## src/rtl/uart_pkg.sv

```systemverilog
// Shared UART definitions: parity mode codes, receiver state encoding and a
// majority-vote helper used by the bit sampler.
package uart_pkg;

  localparam int PARITY_NONE = 0;
  localparam int PARITY_EVEN = 1;
  localparam int PARITY_ODD  = 2;

  typedef enum logic [2:0] {
    ST_IDLE,
    ST_START,
    ST_DATA,
    ST_PARITY,
    ST_STOP,
    ST_BRK_WAIT
  } rx_state_t;

  function automatic logic maj3(input logic a, input logic b, input logic c);
    return (a & b) | (a & c) | (b & c);
  endfunction

endpackage

```

## src/rtl/uart_rx_cfg_if.sv

```systemverilog
// Receive-side handshake and status bundle between uart_rx_cfg and its consumer.
interface uart_rx_cfg_if #(
  parameter int DATA_BITS = 8
);
  logic [DATA_BITS-1:0] rx_data_out;
  logic                 rx_valid;
  logic                 rx_ready;
  logic                 rx_busy;
  logic                 parity_err;
  logic                 frame_err;
  logic                 overrun_err;

  modport master (
    output rx_data_out, rx_valid, rx_busy, parity_err, frame_err, overrun_err,
    input  rx_ready
  );

  modport slave (
    input  rx_data_out, rx_valid, rx_busy, parity_err, frame_err, overrun_err,
    output rx_ready
  );
endinterface

```

## src/rtl/uart_bit_sampler.sv

```systemverilog
// Baud counter with 3-point majority sampler around mid-bit; decision strobes at MID+1,
// bit_end marks the last count of the bit before the counter wraps to 0.
module uart_bit_sampler
  import uart_pkg::*;
#(
  parameter int CLKS_PER_BIT = 5208
) (
  input  logic clk,
  input  logic rst,
  input  logic soft_rst,
  input  logic start,
  input  logic clr,
  input  logic run,
  input  logic line,
  output logic bit_value,
  output logic bit_strobe,
  output logic bit_end
);
  localparam int CW  = $clog2(CLKS_PER_BIT);
  localparam int MID = CLKS_PER_BIT / 2;
  localparam logic [CW-1:0] C_LO  = CW'(MID - 1);
  localparam logic [CW-1:0] C_MID = CW'(MID);
  localparam logic [CW-1:0] C_HI  = CW'(MID + 1);
  localparam logic [CW-1:0] LAST  = CW'(CLKS_PER_BIT - 1);

  logic [CW-1:0] cnt;
  logic          s_lo;
  logic          s_mid;

  // start loads 1 because the edge-detect cycle itself is count 0 of the start bit
  always_ff @(posedge clk or negedge rst) begin
    if (!rst) begin
      cnt   <= '0;
      s_lo  <= 1'b0;
      s_mid <= 1'b0;
    end else if (soft_rst) begin
      cnt   <= '0;
      s_lo  <= 1'b0;
      s_mid <= 1'b0;
    end else begin
      if (start)
        cnt <= CW'(1);
      else if (clr)
        cnt <= '0;
      else if (run)
        cnt <= (cnt == LAST) ? '0 : cnt + 1'b1;
      if (cnt == C_LO)
        s_lo <= line;
      if (cnt == C_MID)
        s_mid <= line;
    end
  end

  assign bit_value  = maj3(s_lo, s_mid, line);
  assign bit_strobe = run && (cnt == C_HI);
  assign bit_end    = run && (cnt == LAST);

endmodule

```

## src/rtl/uart_rx_cfg.sv

```systemverilog
// Configurable UART receiver: synchronised line, majority-sampled bits, optional parity,
// 1 or 2 stop bits, valid/ready output holding register with overrun detection.
module uart_rx_cfg
  import uart_pkg::*;
#(
  parameter int CLKS_PER_BIT = 5208,
  parameter int DATA_BITS    = 8,
  parameter int PARITY       = PARITY_NONE,
  parameter int STOP_BITS    = 1
) (
  input  logic          clk,
  input  logic          rst,
  input  logic          soft_rst,
  input  logic          rx_in,
  uart_rx_cfg_if.master rx_if
);
  localparam int BW = $clog2(DATA_BITS + 1);

  rx_state_t            state, state_nxt;
  logic [1:0]           sync;
  logic                 rx_s, rx_prev;
  logic [DATA_BITS-1:0] shreg;
  logic [BW-1:0]        bit_idx;
  logic                 stop_idx;
  logic                 par_flag;
  logic                 exp_par;

  logic                 bit_value, bit_strobe, bit_end;
  logic                 smp_start, smp_clr, smp_run;
  logic                 shift_en, par_chk, stop_adv, word_done, frame_bad;

  logic [DATA_BITS-1:0] data_q;
  logic                 valid_q, perr_q, ferr_q, ovr_q;

  assign rx_s    = sync[1];
  assign exp_par = (PARITY == PARITY_ODD) ? ~(^shreg) : ^shreg;

  uart_bit_sampler #(.CLKS_PER_BIT(CLKS_PER_BIT)) u_sampler (
    .clk        (clk),
    .rst        (rst),
    .soft_rst   (soft_rst),
    .start      (smp_start),
    .clr        (smp_clr),
    .run        (smp_run),
    .line       (rx_s),
    .bit_value  (bit_value),
    .bit_strobe (bit_strobe),
    .bit_end    (bit_end)
  );

  always_ff @(posedge clk or negedge rst) begin
    if (!rst)
      state <= ST_IDLE;
    else if (soft_rst)
      state <= ST_IDLE;
    else
      state <= state_nxt;
  end

  always_comb begin
    state_nxt = state;
    smp_start = 1'b0;
    smp_clr   = 1'b0;
    smp_run   = 1'b1;
    shift_en  = 1'b0;
    par_chk   = 1'b0;
    stop_adv  = 1'b0;
    word_done = 1'b0;
    frame_bad = 1'b0;
    case (state)
      ST_IDLE: begin
        smp_run = 1'b0;
        if (rx_prev && !rx_s) begin
          smp_start = 1'b1;
          state_nxt = ST_START;
        end
      end
      ST_START: begin
        if (bit_strobe && bit_value)
          state_nxt = ST_IDLE;
        else if (bit_end)
          state_nxt = ST_DATA;
      end
      ST_DATA: begin
        shift_en = bit_strobe;
        if (bit_end && bit_idx == BW'(DATA_BITS))
          state_nxt = (PARITY != PARITY_NONE) ? ST_PARITY : ST_STOP;
      end
      ST_PARITY: begin
        par_chk = bit_strobe;
        if (bit_end)
          state_nxt = ST_STOP;
      end
      ST_STOP: begin
        if (bit_strobe) begin
          if (!bit_value) begin
            frame_bad = 1'b1;
            smp_clr   = 1'b1;
            state_nxt = ST_BRK_WAIT;
          end else if (stop_idx == 1'(STOP_BITS - 1)) begin
            word_done = 1'b1;
            state_nxt = ST_IDLE;
          end else begin
            stop_adv = 1'b1;
          end
        end
      end
      ST_BRK_WAIT: begin
        // counter measures the current run of high line; any low sample restarts it
        if (!rx_s)
          smp_clr = 1'b1;
        else if (bit_end)
          state_nxt = ST_IDLE;
      end
      default: state_nxt = ST_IDLE;
    endcase
  end

  always_ff @(posedge clk or negedge rst) begin
    if (!rst) begin
      sync     <= '1;
      rx_prev  <= 1'b1;
      shreg    <= '0;
      bit_idx  <= '0;
      stop_idx <= 1'b0;
      par_flag <= 1'b0;
    end else if (soft_rst) begin
      sync     <= '1;
      rx_prev  <= 1'b1;
      shreg    <= '0;
      bit_idx  <= '0;
      stop_idx <= 1'b0;
      par_flag <= 1'b0;
    end else begin
      sync    <= {sync[0], rx_in};
      rx_prev <= rx_s;
      if (smp_start) begin
        shreg    <= '0;
        bit_idx  <= '0;
        stop_idx <= 1'b0;
        par_flag <= 1'b0;
      end else begin
        if (shift_en) begin
          shreg   <= {bit_value, shreg[DATA_BITS-1:1]};
          bit_idx <= bit_idx + 1'b1;
        end
        if (par_chk)
          par_flag <= bit_value ^ exp_par;
        if (stop_adv)
          stop_idx <= 1'b1;
      end
    end
  end

  // a handshake in the completion cycle frees the register, so the new word loads
  always_ff @(posedge clk or negedge rst) begin
    if (!rst) begin
      data_q  <= '0;
      valid_q <= 1'b0;
      perr_q  <= 1'b0;
      ferr_q  <= 1'b0;
      ovr_q   <= 1'b0;
    end else if (soft_rst) begin
      data_q  <= '0;
      valid_q <= 1'b0;
      perr_q  <= 1'b0;
      ferr_q  <= 1'b0;
      ovr_q   <= 1'b0;
    end else begin
      perr_q <= 1'b0;
      ferr_q <= frame_bad;
      ovr_q  <= 1'b0;
      if (word_done) begin
        if (valid_q && !rx_if.rx_ready) begin
          ovr_q <= 1'b1;
        end else begin
          data_q  <= shreg;
          valid_q <= 1'b1;
          perr_q  <= par_flag;
        end
      end else if (valid_q && rx_if.rx_ready) begin
        valid_q <= 1'b0;
      end
    end
  end

  assign rx_if.rx_data_out = data_q;
  assign rx_if.rx_valid    = valid_q;
  assign rx_if.rx_busy     = (state != ST_IDLE);
  assign rx_if.parity_err  = perr_q;
  assign rx_if.frame_err   = ferr_q;
  assign rx_if.overrun_err = ovr_q;

endmodule
```

## src/flat_wrapper.sv

```systemverilog
// flat-port wrapper written by rule: the top's interface ports become plain ports
module uart_rx_cfg_flat import uart_pkg::*;
#(
  parameter int CLKS_PER_BIT = 5208,
  parameter int DATA_BITS    = 8,
  parameter int PARITY       = PARITY_NONE,
  parameter int STOP_BITS    = 1
)
  (clk, rst, soft_rst, rx_in, rx_if_rx_data_out, rx_if_rx_valid, rx_if_rx_busy, rx_if_parity_err, rx_if_frame_err, rx_if_overrun_err, rx_if_rx_ready);
  uart_rx_cfg_if #(.DATA_BITS(DATA_BITS)) rx_if_i ();
  input  logic clk;
  input  logic rst;
  input  logic soft_rst;
  input  logic rx_in;
  output wire logic [$bits(rx_if_i.rx_data_out)-1:0] rx_if_rx_data_out;
  output wire logic [$bits(rx_if_i.rx_valid)-1:0] rx_if_rx_valid;
  output wire logic [$bits(rx_if_i.rx_busy)-1:0] rx_if_rx_busy;
  output wire logic [$bits(rx_if_i.parity_err)-1:0] rx_if_parity_err;
  output wire logic [$bits(rx_if_i.frame_err)-1:0] rx_if_frame_err;
  output wire logic [$bits(rx_if_i.overrun_err)-1:0] rx_if_overrun_err;
  input wire logic [$bits(rx_if_i.rx_ready)-1:0] rx_if_rx_ready;
  assign rx_if_rx_data_out = rx_if_i.rx_data_out;
  assign rx_if_rx_valid = rx_if_i.rx_valid;
  assign rx_if_rx_busy = rx_if_i.rx_busy;
  assign rx_if_parity_err = rx_if_i.parity_err;
  assign rx_if_frame_err = rx_if_i.frame_err;
  assign rx_if_overrun_err = rx_if_i.overrun_err;
  assign rx_if_i.rx_ready = rx_if_rx_ready;
  uart_rx_cfg #(.CLKS_PER_BIT(CLKS_PER_BIT), .DATA_BITS(DATA_BITS), .PARITY(PARITY), .STOP_BITS(STOP_BITS)) u_core (.clk(clk), .rst(rst), .soft_rst(soft_rst), .rx_in(rx_in), .rx_if(rx_if_i));
endmodule
```

## config.mk

```make
export PLATFORM = sky130hd
export DESIGN_NAME = uart_rx_cfg_flat
export DESIGN_NICKNAME = d
export VERILOG_FILES = /design/src/rtl/uart_pkg.sv /design/src/rtl/uart_rx_cfg_if.sv /design/src/rtl/uart_bit_sampler.sv /design/src/rtl/uart_rx_cfg.sv /design/src/flat_wrapper.sv
export SDC_FILE = /design/constraint.sdc
export NUM_CORES = 1
export LEC_CHECK = 0
export CAP_MARGIN = 20
export CORE_ASPECT_RATIO = 1.25
export CORE_MARGIN = 2
export CORE_UTILIZATION = 55
export CTS_BUF_LIST = sky130_fd_sc_hd__clkbuf_4 sky130_fd_sc_hd__clkbuf_8
export CTS_CLUSTER_DIAMETER = 80
export CTS_CLUSTER_SIZE = 10
export DETAILED_ROUTE_END_ITERATION = 16
export GPL_ROUTABILITY_DRIVEN = 0
export GPL_TIMING_DRIVEN = 0
export PLACE_DENSITY = 0.86
export SYNTH_ARGS = -nofsm -noshare
export SYNTH_HDL_FRONTEND = slang
export SYNTH_SLANG_ARGS = --single-unit
```

## constraint.sdc

```tcl
create_clock -name clk -period 1.86 [get_ports clk]
set_input_delay 0.372 -clock clk [delete_from_list [all_inputs] [get_ports clk]]
set_output_delay 0.372 -clock clk [all_outputs]
set_load 0.01 [all_outputs]
```

After elaboration in Yosys (flattened, before gate mapping). Cells that the tools add are included.

Register bits: 47. Input port bits: 5. Output and inout port bits: 13. Logic and storage cells: 133.

$add $sub $neg: 2. Equal/unequal tests: 21. Muxes and demuxes: 67. Bitwise logic cells: 6. Reductions and logical operators: 22.

Operator list (count): $mux W13 (5); $mux W8 (6); $eq A13 B12 Y1 const B (3); $mux W1 (39); $mux W3 (11); $ne A3 B2 Y1 const B (6); $pmux W3 S6 (1); $reduce_bool A3 Y1 (5); $add A13 B1 Y13 const B (1); $eq A13 B13 Y1 const B (1); $mux W4 (3); $ne A4 B2 Y1 const B (2); $reduce_and A8 Y1 (1); $reduce_xor A8 Y1 (1); $logic_and A1 B1 Y1 (7); $eq A3 B2 Y1 const B (2); $eq A3 B3 Y1 const B (2); $reduce_bool A2 Y1 (3); $add A4 B1 Y4 const B (1); $eq A4 B4 Y1 const B (1); $ne A4 B4 Y1 const B (1); $reduce_and A2 Y1 (2); $and A1 B1 Y1 (3); $eq A3 B1 Y1 const B (1); 8 further kinds (10).

Longest topological paths before layout. Gate-level depths: netlist of the first run.

Word-level depth: 9. Depth in mapped cells: 8. Gate-level depth less buffers: 7.

By module. A second synthesis of the first run with hierarchy kept.

Cells, all modules: 252. Area, all modules: 2494.9 µm².

By module, submodules not included: uart_rx_cfg (times used 1, cells an instance 153, area each 1557.7 µm²); uart_bit_sampler (times used 1, cells an instance 99, area each 937.1 µm²).

Least setup slack after synthesis of the first run. Ideal clock, no wire load.

Path type: register -> register. Start point: reg u_core.u_sampler.cnt[4]. End point: reg u_core.u_sampler.cnt[12]. Arrival: 1.942 ns. Data required time: 1.741 ns. Slack: -0.201 ns. Cell stages (with the launch flop): 7. Cells stage by stage: dfrtp_1 or4b_4 nor4_4 nand3_1 a31oi_2 buf_6 nor2_2.

Cells in the longest elaborated chain, start to end: 7. Elaborated cells on any way between the ends: 12. Those cells by class: add/sub (1); eq/ne (3); mux (7); reduce/logical (1).

RTL lines: start, declared (line uart_bit_sampler.sv:26) `logic [CW-1:0] cnt;`; start signal, assigned (line uart_bit_sampler.sv:46) `cnt <= (cnt == LAST) ? '0 : cnt + 1'b1;`; parallel branches: the longest is 7 deep, another holds $add A13 B1 Y13.

Parallel ways; which one is timed is not known. The select of a mux whose other input is x is not followed. A chain may end at the register's enable or synchronous reset.

Worst setup path in the final report of the first run.
Start point: reg u_core.u_sampler.cnt[4]. End point: reg u_core.u_sampler.cnt[9].

The elaborated chain is that of the path after synthesis.

==> qor.yml, run 1 <==
status:
  status: "complete, but fails checks"
  violations: "negative setup slack"
synth:
  synthAdderAreaFrac_pct: 2.88
  synth_top_area_cell: "dfrtp_1"
  ys_ff_latch: 47
  avgSynthCellArea_um2: 9.80
  synth_flop_cell: "dfrtp_1"
  synthXorXnorAreaFrac_pct: 6.81
  netlist_instances: 257
  synth_enable_flop_cells: 0
  yosys-top-cells-area: "dfrtp_1 (44%), xnor2_1 (5.2%), mux2i_1 (4.8%), nand2_1 (4.6%), nor2_1 (3.4%)"
  ys_async_sr_fraction_pct: 100
  yosys.area_share.simple_pct: 25.7
  synth_top_area_share_pct: 43.7
  ys_seq_area_share_pct: 46.9
  ys.warnings.count: 0
  syn_nets: 267
  synth.distinct_cells: 53
  muxShareOfSynthArea_pct: 4.77
  synth_top_family_by_area: "simple AND/OR/NAND/NOR gates"
  synthesis.area_um2: 2520
  synth_compound_area_share_pct: 9.29
power_and_ir_drop:
  p_leak_nw: 1.45
  ir_drop_v: 0.000496
  p_per_area_nw_per_um2: 752
route:
  drt_drc_violations_left: 0
  first_iter_violations: 124
  finalWirelength_mm: 6.26
  vias_per_cell: 5.91
  detail_route.wl_per_cell_um: 17.4
  dr_total_vias: 2129
  dr.pass1.iters: 4
  ant_nets: 0
critical_path:
  required_ps: 2030
  worst-r2r-setup-slack_ps: -250
  cp_max_fo: 4
  critPathKind: "reg2reg"
  timing.critical_path.arrival_ps: 2280
  crit_path_end_kind: "register"
  critPathLaunchType: "register"
sta:
  finalWorstSetupSlack_ps: -254
  fin_worst_skew_ps: 3.90
  relSlewSlack_pct: 66.9
  worst_slew_pin_slew_ps: 493
  rsz0062_at_grt: "yes"
  slew_viol_final: 0
  finalSetupViolations: 41
  fmax_mhz: 473
  post-route-period-util_pct: 114
  period_needed_ps: 2110
  timing_hold_violations_final: 0
die:
  core_area_um2: 4390
  die_h_um: 79.6
  initial_utilization_pct: 57.3
  die_w_um: 64.5
  rows: 27
  ios: 18
  die-area_um2: 5140
grt:
  track_usage_pct: 24.1
  grt_pass1_wl_mm: 9.61
  antenna_found_initial: 0
  gr-total-overflow: 0
  grt_max_degree: 40
  grt_pass1_vias: 2159
clock_network:
  cts_tree: "done"
  numCtsBuffers: 5
  cts_root_buf: "clkbuf_8"
  htreeDepth: 2
  insertion_delay_ps: 300
  clk_pin_slew_ps: 80
  cts_sinks: 47
  clock_path_buffers: 2
layout:
  syn2layout_area_growth_pct: 33.3
  diodes: 0
  most-common-layout-cells: "dfrtp_1 (43), nand2_1 (21), nor2_1 (20)"
  final_area_um2: 3360
  drive_gt1_share_pct: 31.8
  fin_cells: 360
  finalNetCount: 311
  layout_commonest_cell: "dfrtp_1"
placement:
  placed_cells: 333
  io_buffers: 17
  dp_hpwl_mm: 3.68
  placed_area_um2: 2800
flow_run:
  cap_violations: 0
min_path:
  holdCritPathClass: "in2async"
==> logic make-up (layout without fill, tap and decap cells) <==
logic type                 after synthesis  in the layout
buffers and inverters                   22             67
xor gates and xnor gates                18             18
AOI/OAI and AO/OA                       36             36
and+or+nand+nor                        116            116
muxes                                   12             12
adders and majority gates                6              6
DFF                                     47             47
==> report_power, final <==
group          switching, W  leakage [nW]  internal (W)
sequential        0.0000334         0.641       0.00106
clock              0.000339        0.0688      0.000552
combinational      0.000334         0.736      0.000207
==> cell usage after synthesis, types with 3 or more instances <==
cell,n
nor2_2,10
dfstp_2,3
nand2b_1,3
a31oi_1,4
xnor2_1,15
and3_1,3
nand4_1,4
nor3_1,7
o21ai_1,3
mux2i_1,12
or2_2,3
ha_1,5
dfrtp_1,44
or3_1,3
nor2_1,23
nand3_1,8
inv_1,12
a21oi_1,14
clkbuf_1,8
nand2_1,31
==> what timing repair did <==
item | in CTS | in global routing
gates cloned | 2 | 0
buffers inserted | 10 | 7
hold endpoints to repair | 8 | 0
endpoints found under the setup margin | 43 | 42
hold buffers | 1 | 0
pin swaps | 17 | 19
resized for setup | 38 | 36
==> area by class of cell <==
class                           count  area (um^2)
Buffer                             10         83.8
Clock buffer                        6         76.3
Clock inverter                      2         60.1
Fill cell                         271         1040
Inverter                           12         45.0
Multi-Input combinational cell    188         1490
Sequential cell                    47         1180
Tap cell                           58         72.6
Timing Repair Buffer               37          352
==> metrics by stage <==
step	utilization (%)	setup TNS, ps	hold slack, ps	setup slack (ps)	power, W
floorplan	-	-811	76.4	-64.3	0.00137
global placement	63.3	-47460	506	-856	0.00148
detailed placement	63.6	-9260	246	-327	0.00150
CTS	72.6	-4470	460	-215	0.00250
global route	76.4	-9200	469	-314	0.00262
finish	76.4	-6770	453	-254	0.00252
==> per-layer routing <==
layer	vias to the layer above	GRT usage (%)	wire length [um]
li1	975	-	-
met1	1062	27.7	2500
met2	70	43.6	3360
met3	22	4.37	223
met4	0	10.0	181
met5	-	0	0
==> worst max-delay path: stages, from the launching register on <==
cell and delay [ps]:
dfrtp_2 430, or4b_4 590, nor4_4 170, buf_6 170, nand3_4 90, buf_4 170
buf_6 120, a31oi_1 190, a31oi_1 70
==> final timing paths <==
| path | cells past startpoint | endpoint | start |
|---|---|---|---|
| min in group clk | 2 | u_core.rx_if.parity_err$_DFF_PN0_ | u_core.par_flag$_DFFE_PN0P_ |
| max in group asynchronous | 3 | u_core.sync[1]$_DFF_PN1_ | rst |
| max reg2reg | 8 | u_core.u_sampler.cnt[9]$_DFFE_PN0P_ | u_core.u_sampler.cnt[4]$_DFFE_PN0P_ |
| max | 8 | u_core.u_sampler.cnt[9]$_DFFE_PN0P_ | u_core.u_sampler.cnt[4]$_DFFE_PN0P_ |
| min | 2 | u_core.u_sampler.cnt[6]$_DFFE_PN0P_ | rst |
| min reg2reg | 2 | u_core.rx_if.parity_err$_DFF_PN0_ | u_core.par_flag$_DFFE_PN0P_ |
==> flip-flops by register name, summed over array words and instances (netlist names) <==
name and flops:
u_core.rx_prev 1, u_core.rx_if.parity_err 1, u_core.par_flag 1, u_core.state 3, u_core.rx_if.rx_valid 1, u_core.shreg 8, u_core.bit_idx 4, u_core.rx_if.overrun_err 1
u_core.u_sampler.cnt 13, u_core.stop_idx 1, u_core.u_sampler.s_mid 1, u_core.rx_if.frame_err 1, u_core.u_sampler.s_lo 1, u_core.sync 2, u_core.rx_if.rx_data_out 8
No activity file was read; power rests on OpenSTA's default activity.
==> run 2, diff against run 1 <==
--- a/config.mk
+++ b/config.mk
@@ -16,6 +16,7 @@
 export GPL_ROUTABILITY_DRIVEN = 0
 export GPL_TIMING_DRIVEN = 0
 export PLACE_DENSITY = 0.86
+export SETUP_SLACK_MARGIN = 0.4
 export SYNTH_ARGS = -nofsm -noshare
 export SYNTH_HDL_FRONTEND = slang
 export SYNTH_SLANG_ARGS = --single-unit
==> run 2 against run 1 <==
  * The run still ends with negative setup slack left
  * Worst hold slack got worse by 9.7 ps
  * Final area is 2.3% lower
  * Die area is the same
  * First-iteration DRC count down 24%
  * Core utilization decreased by 1.8 points
  * Sequential cell count stayed put
  * Register-to-register slack hardly changed
  * Largest cell class unchanged
==> qor.yml, run 2 (same netlist as run 1, synthesis figures left out) <==
critical_path:
  critPathKind: "reg2reg"
  critPathLaunchType: "register"
  worst-r2r-setup-slack_ps: -240
  timing.critical_path.arrival_ps: 2300
  cp_max_fo: 10
  crit_path_end_kind: "register"
  required_ps: 2060
sta:
  finalSetupViolations: 40
  worst_slew_pin_slew_ps: 496
  slew_viol_final: 0
  relSlewSlack_pct: 66.9
  rsz0062_at_grt: "yes"
  fin_worst_skew_ps: 8.05
  finalWorstSetupSlack_ps: -239
  fmax_mhz: 476
  timing_hold_violations_final: 0
  period_needed_ps: 2100
  post-route-period-util_pct: 113
min_path:
  holdCritPathClass: "in2async"
clock_network:
  cts_sinks: 47
  htreeDepth: 2
  cts_tree: "done"
  clk_pin_slew_ps: 90
  numCtsBuffers: 5
  insertion_delay_ps: 310
  clock_path_buffers: 2
  cts_root_buf: "clkbuf_8"
grt:
  grt_pass1_wl_mm: 9.63
  gr-total-overflow: 0
  track_usage_pct: 24.3
  grt_max_degree: 40
  grt_pass1_vias: 2053
  antenna_found_initial: 0
layout:
  layout_commonest_cell: "dfrtp_1"
  final_core_util_pct: 74.6
  diodes: 0
  syn2layout_area_growth_pct: 30.2
  filler_cell_count: 287
  largest_register: "u_core.u_sampler.cnt"
  finalNetCount: 307
  most-common-layout-cells: "dfrtp_1 (41), nand2_1 (26), nor2_1 (21)"
  fin_cells: 356
  largest_reg_flops: 13
  seq_area_um2: 1180
  multi_input_area_um2: 1450
  drive_gt1_share_pct: 30.9
power_and_ir_drop:
  p_leak_nw: 1.49
  ir_drop_v: 0.000525
  p_per_area_nw_per_um2: 735
  power.total_w: 0.00241
die:
  core_area_um2: 4390
  ios: 18
  die-area_um2: 5140
  die_w_um: 64.5
  rows: 27
  die_h_um: 79.6
  initial_utilization_pct: 57.3
placement:
  dp_hpwl_mm: 3.63
  io_buffers: 17
  placed_cells: 333
route:
  ant_nets: 0
  first_iter_violations: 94
  finalWirelength_mm: 6.23
  vias_per_cell: 5.85
  dr.pass1.iters: 4
  detail_route.wl_per_cell_um: 17.5
  drt_drc_violations_left: 0
  dr_total_vias: 2084
status:
  violations: "negative setup slack"
  status: "complete, but fails checks"
flow_run:
  cap_violations: 0
run 2: routing by layer:
layer	wire, um	vias to the layer above	GRT usage (%)
li1	-	966	-
met1	2480	1044	28.5
met2	3350	59	43.8
met3	210	15	4.37
met4	190	0	9.57
met5	0	-	0
run 2: final cells by class:
cell class / instances / area share [%]
multi-input cells: 188 / 44.4
flip-flops and latches: 47 / 36.1
well taps: 58 / 2.21
plain buffers: 10 / 2.86
clock inverters: 3 / 1.34
clock buffers: 5 / 2.10
inverters: 12 / 1.37
repair buffers: 33 / 9.66
run 2: path summary, 6_finish.rpt:
check                           depth (start not counted)                                       to                               startpoint
worst min register to register                          2  u_core.rx_if.rx_data_out[0]$_DFFE_PN0P_  u_core.rx_if.rx_data_out[0]$_DFFE_PN0P_
worst max register to register                          6      u_core.u_sampler.cnt[4]$_DFFE_PN0P_      u_core.u_sampler.cnt[8]$_DFFE_PN0P_
max in group asynchronous                               3                 u_core.sync[0]$_DFF_PN1_                                      rst
min in group clk                                        2  u_core.rx_if.rx_data_out[0]$_DFFE_PN0P_  u_core.rx_if.rx_data_out[0]$_DFFE_PN0P_
worst min-delay path                                    2      u_core.u_sampler.cnt[8]$_DFFE_PN0P_                                      rst
worst max-delay path                                    6      u_core.u_sampler.cnt[4]$_DFFE_PN0P_      u_core.u_sampler.cnt[8]$_DFFE_PN0P_
run 2: through the flow:
| stage | area, um^2 | hold WS, ps | setup TNS, ps | setup WS (ps) |
|---|---|---|---|---|
| 6_report | 3280 | 443 | -5640 | -239 |
| 4_1_cts | 3050 | 452 | -4390 | -204 |
| 2_1_floorplan | 2580 | 76.4 | -862 | -63.6 |
| 3_5_place_dp | 2840 | 247 | -7200 | -362 |
| 3_3_place_gp | 2830 | 509 | -46350 | -875 |
| 5_1_grt | 3280 | 465 | -8280 | -303 |
run 2: timing repair:
item | in CTS | in global routing
gates resized for setup | 31 | 43
gates cloned | 0 | 2
endpoints found under the hold margin | 8 | 0
endpoints found under the setup margin | 57 | 45
hold buffers | 1 | 0
buffers inserted | 8 | 4
pin swaps | 6 | 11
run 2: where the power goes:
part	internal, W	total (W)	switching, W
clock network	0.000401	0.000775	0.000374
logic	0.000227	0.000544	0.000317
registers	0.00106	0.00109	0.0000319
run 2: worst max-delay path, stage by stage (launching register included):
cell and delay, ps:
dfrtp_1 470, nand4bb_2 380, nor4_4 460, nand3_2 200, a31oi_4 240, buf_8 180, nor2_2 50
==> run 3, diff against run 2 <==
--- a/config.mk
+++ b/config.mk
@@ -7,7 +7,7 @@
 export LEC_CHECK = 0
 export CAP_MARGIN = 20
 export CORE_ASPECT_RATIO = 1.25
-export CORE_MARGIN = 2
+export CORE_MARGIN = 1
 export CORE_UTILIZATION = 55
 export CTS_BUF_LIST = sky130_fd_sc_hd__clkbuf_4 sky130_fd_sc_hd__clkbuf_8
 export CTS_CLUSTER_DIAMETER = 80
==> run 3 against run 2 <==
  * The flow still finishes with violations (negative setup slack)
  * Core utilization rose by 2.1 points
  * First-iteration DRC count rose by 14%
  * Combinational power rose by 16%
  * Power rose by 5.0%
  * Setup slack got worse by 3.5 ps
  * Worst hold slack got worse by 9.7 ps
  * Clock skew rose by 7.1 ps
  * Critical path depth did not move
  * Final cell count rose by 0.56%
  * Global-route usage rose by 1.9 points
  * Final area rose by 2.9%
  * Clock-buffer cell count rose by 1
  * Critical path type unchanged
==> qor.yml, run 3 (same netlist as run 1, synthesis figures left out) <==
layout:
  layout_commonest_cell: "dfrtp_1"
  diodes: 0
  finalNetCount: 309
  seq_area_um2: 1180
  fin_cells: 358
  syn2layout_area_growth_pct: 33.9
  largest_register: "u_core.u_sampler.cnt"
  filler_cell_count: 276
  final_core_util_pct: 76.8
  multi_input_area_um2: 1500
  drive_gt1_share_pct: 34.3
  most-common-layout-cells: "dfrtp_1 (41), nand2_1 (24), nor2_1 (20)"
  largest_reg_flops: 13
critical_path:
  critPathKind: "reg2reg"
  required_ps: 2100
  timing.critical_path.arrival_ps: 2340
  crit_path_end_kind: "register"
  cp_max_fo: 3
  critPathLaunchType: "register"
sta:
  finalWorstSetupSlack_ps: -243
  rsz0062_at_grt: "yes"
  period_needed_ps: 2100
  slew_viol_final: 0
  fin_worst_skew_ps: 15.2
  fmax_mhz: 476
  finalSetupViolations: 40
  relSlewSlack_pct: 71.5
  worst_slew_pin_slew_ps: 424
  timing_hold_violations_final: 0
  post-route-period-util_pct: 113
route:
  dr_total_vias: 2137
  finalWirelength_mm: 6.48
  dr.pass1.iters: 4
  first_iter_violations: 107
  drt_drc_violations_left: 0
  detail_route.wl_per_cell_um: 18.1
  ant_nets: 0
  vias_per_cell: 5.97
grt:
  grt_pass1_vias: 2072
  gr-total-overflow: 0
  grt_pass1_wl_mm: 9.92
  antenna_found_initial: 0
  track_usage_pct: 26.2
  grt_max_degree: 40
status:
  violations: "negative setup slack"
  status: "complete, but fails checks"
die:
  core_area_um2: 4390
  die_w_um: 62.5
  die_h_um: 77.6
  initial_utilization_pct: 57.3
  ios: 18
  rows: 27
  die-area_um2: 4850
placement:
  io_buffers: 17
  dp_hpwl_mm: 3.75
  placed_cells: 333
power_and_ir_drop:
  p_seq_share_pct: 43.4
  switchingPower_w: 0.000754
  p_leak_nw: 1.53
  switching_share_pct: 29.8
  p_int_w: 0.00178
  ir_drop_v: 0.000496
  p_comb_share_pct: 24.9
  pwr-share-clk_pct: 31.7
  p_per_area_nw_per_um2: 751
min_path:
  holdCritPathClass: "in2async"
clock_network:
  cts_sinks: 47
  insertion_delay_ps: 320
  numCtsBuffers: 5
  clock_path_buffers: 2
  clk_pin_slew_ps: 100
  cts_root_buf: "clkbuf_8"
  cts_tree: "done"
  htreeDepth: 2
flow_run:
  cap_violations: 0
-- run 3: cell types whose count changed in the layout (fill, tap and decap cells not counted), moves of 2 or more --
cell / before / now
a21oi_1: 9 / 5
a21oi_2: 5 / 9
buf_2: 3 / 1
buf_4: 8 / 10
nand2_1: 26 / 24
nor2_4: 0 / 2
-- run 3: power by group through the flow --
| stage | logic [W] | clock network (W) | registers [W] |
|---|---|---|---|
| global route | 0.000683 | 0.000838 | 0.00110 |
| global placement | 0.000387 | 0 | 0.00111 |
| finish | 0.000631 | 0.000803 | 0.00110 |
| floorplan | 0.000282 | 0 | 0.00110 |
| CTS | 0.000515 | 0.000800 | 0.00109 |
| detailed placement | 0.000404 | 0 | 0.00111 |
-- run 3: per-layer routing --
metal  share of wire [%]  global-route usage (%)
met1                  40                    30.1
met2                  55                    47.6
met3                 3.4                    4.12
met4                 1.7                    11.2
met5                   0                       0
-- run 3: critical path, cell delays in order, from the launching register on --
cell	delay [ps]
dfrtp_2	420
or4b_4	560
nor4_4	240
buf_4	190
nand2_2	60
or4_4	450
nor2_1	100
-- run 3: path summary, 6_finish.rpt --
check	start	endpoint	slack, ps	cells past startpoint
setup reg to reg	u_core.u_sampler.cnt[4]$_DFFE_PN0P_	u_core.rx_if.overrun_err$_DFF_PN0_	-240	6
min in group clk	u_core.rx_if.rx_data_out[6]$_DFFE_PN0P_	u_core.rx_if.rx_data_out[6]$_DFFE_PN0P_	530	2
max in group asynchronous	rst	u_core.sync[1]$_DFF_PN1_	860	3
setup / recovery	u_core.u_sampler.cnt[4]$_DFFE_PN0P_	u_core.rx_if.overrun_err$_DFF_PN0_	-240	6
hold / removal	rst	u_core.u_sampler.cnt[12]$_DFFE_PN0P_	430	2
hold reg to reg	u_core.rx_if.rx_data_out[6]$_DFFE_PN0P_	u_core.rx_if.rx_data_out[6]$_DFFE_PN0P_	530	2
-- run 3: final cells by class --
type	instances	area share [%]
multi-input cells	188	44.4
inverters	12	1.34
well taps	58	2.15
clock inverters	2	1.04
plain buffers	10	3.01
flip-flops and latches	47	35.1
clock buffers	6	2.45
repair buffers	35	10.5
-- run 3: stage by stage --
step,total power (W),TNS [ps],instance area (um^2),worst slack [ps],hold WS (ps)
final,0.00253,-5270,3370,-243,433
after global routing,0.00262,-7640,3370,-272,455
after floorplan,0.00138,-862,2580,-63.6,76.4
after global placement,0.00149,-45980,2830,-866,509
after detailed placement,0.00151,-7920,2840,-354,251
after CTS,0.00240,-5390,3160,-231,452
-- run 3: repair_timing --
action	in CTS	in global routing
hold buffers	1	0
endpoints found under the hold margin	8	0
setup endpoints to repair	57	45
cloned	1	1
gates resized for setup	45	45
buffers inserted	12	2
pin swaps	15	10
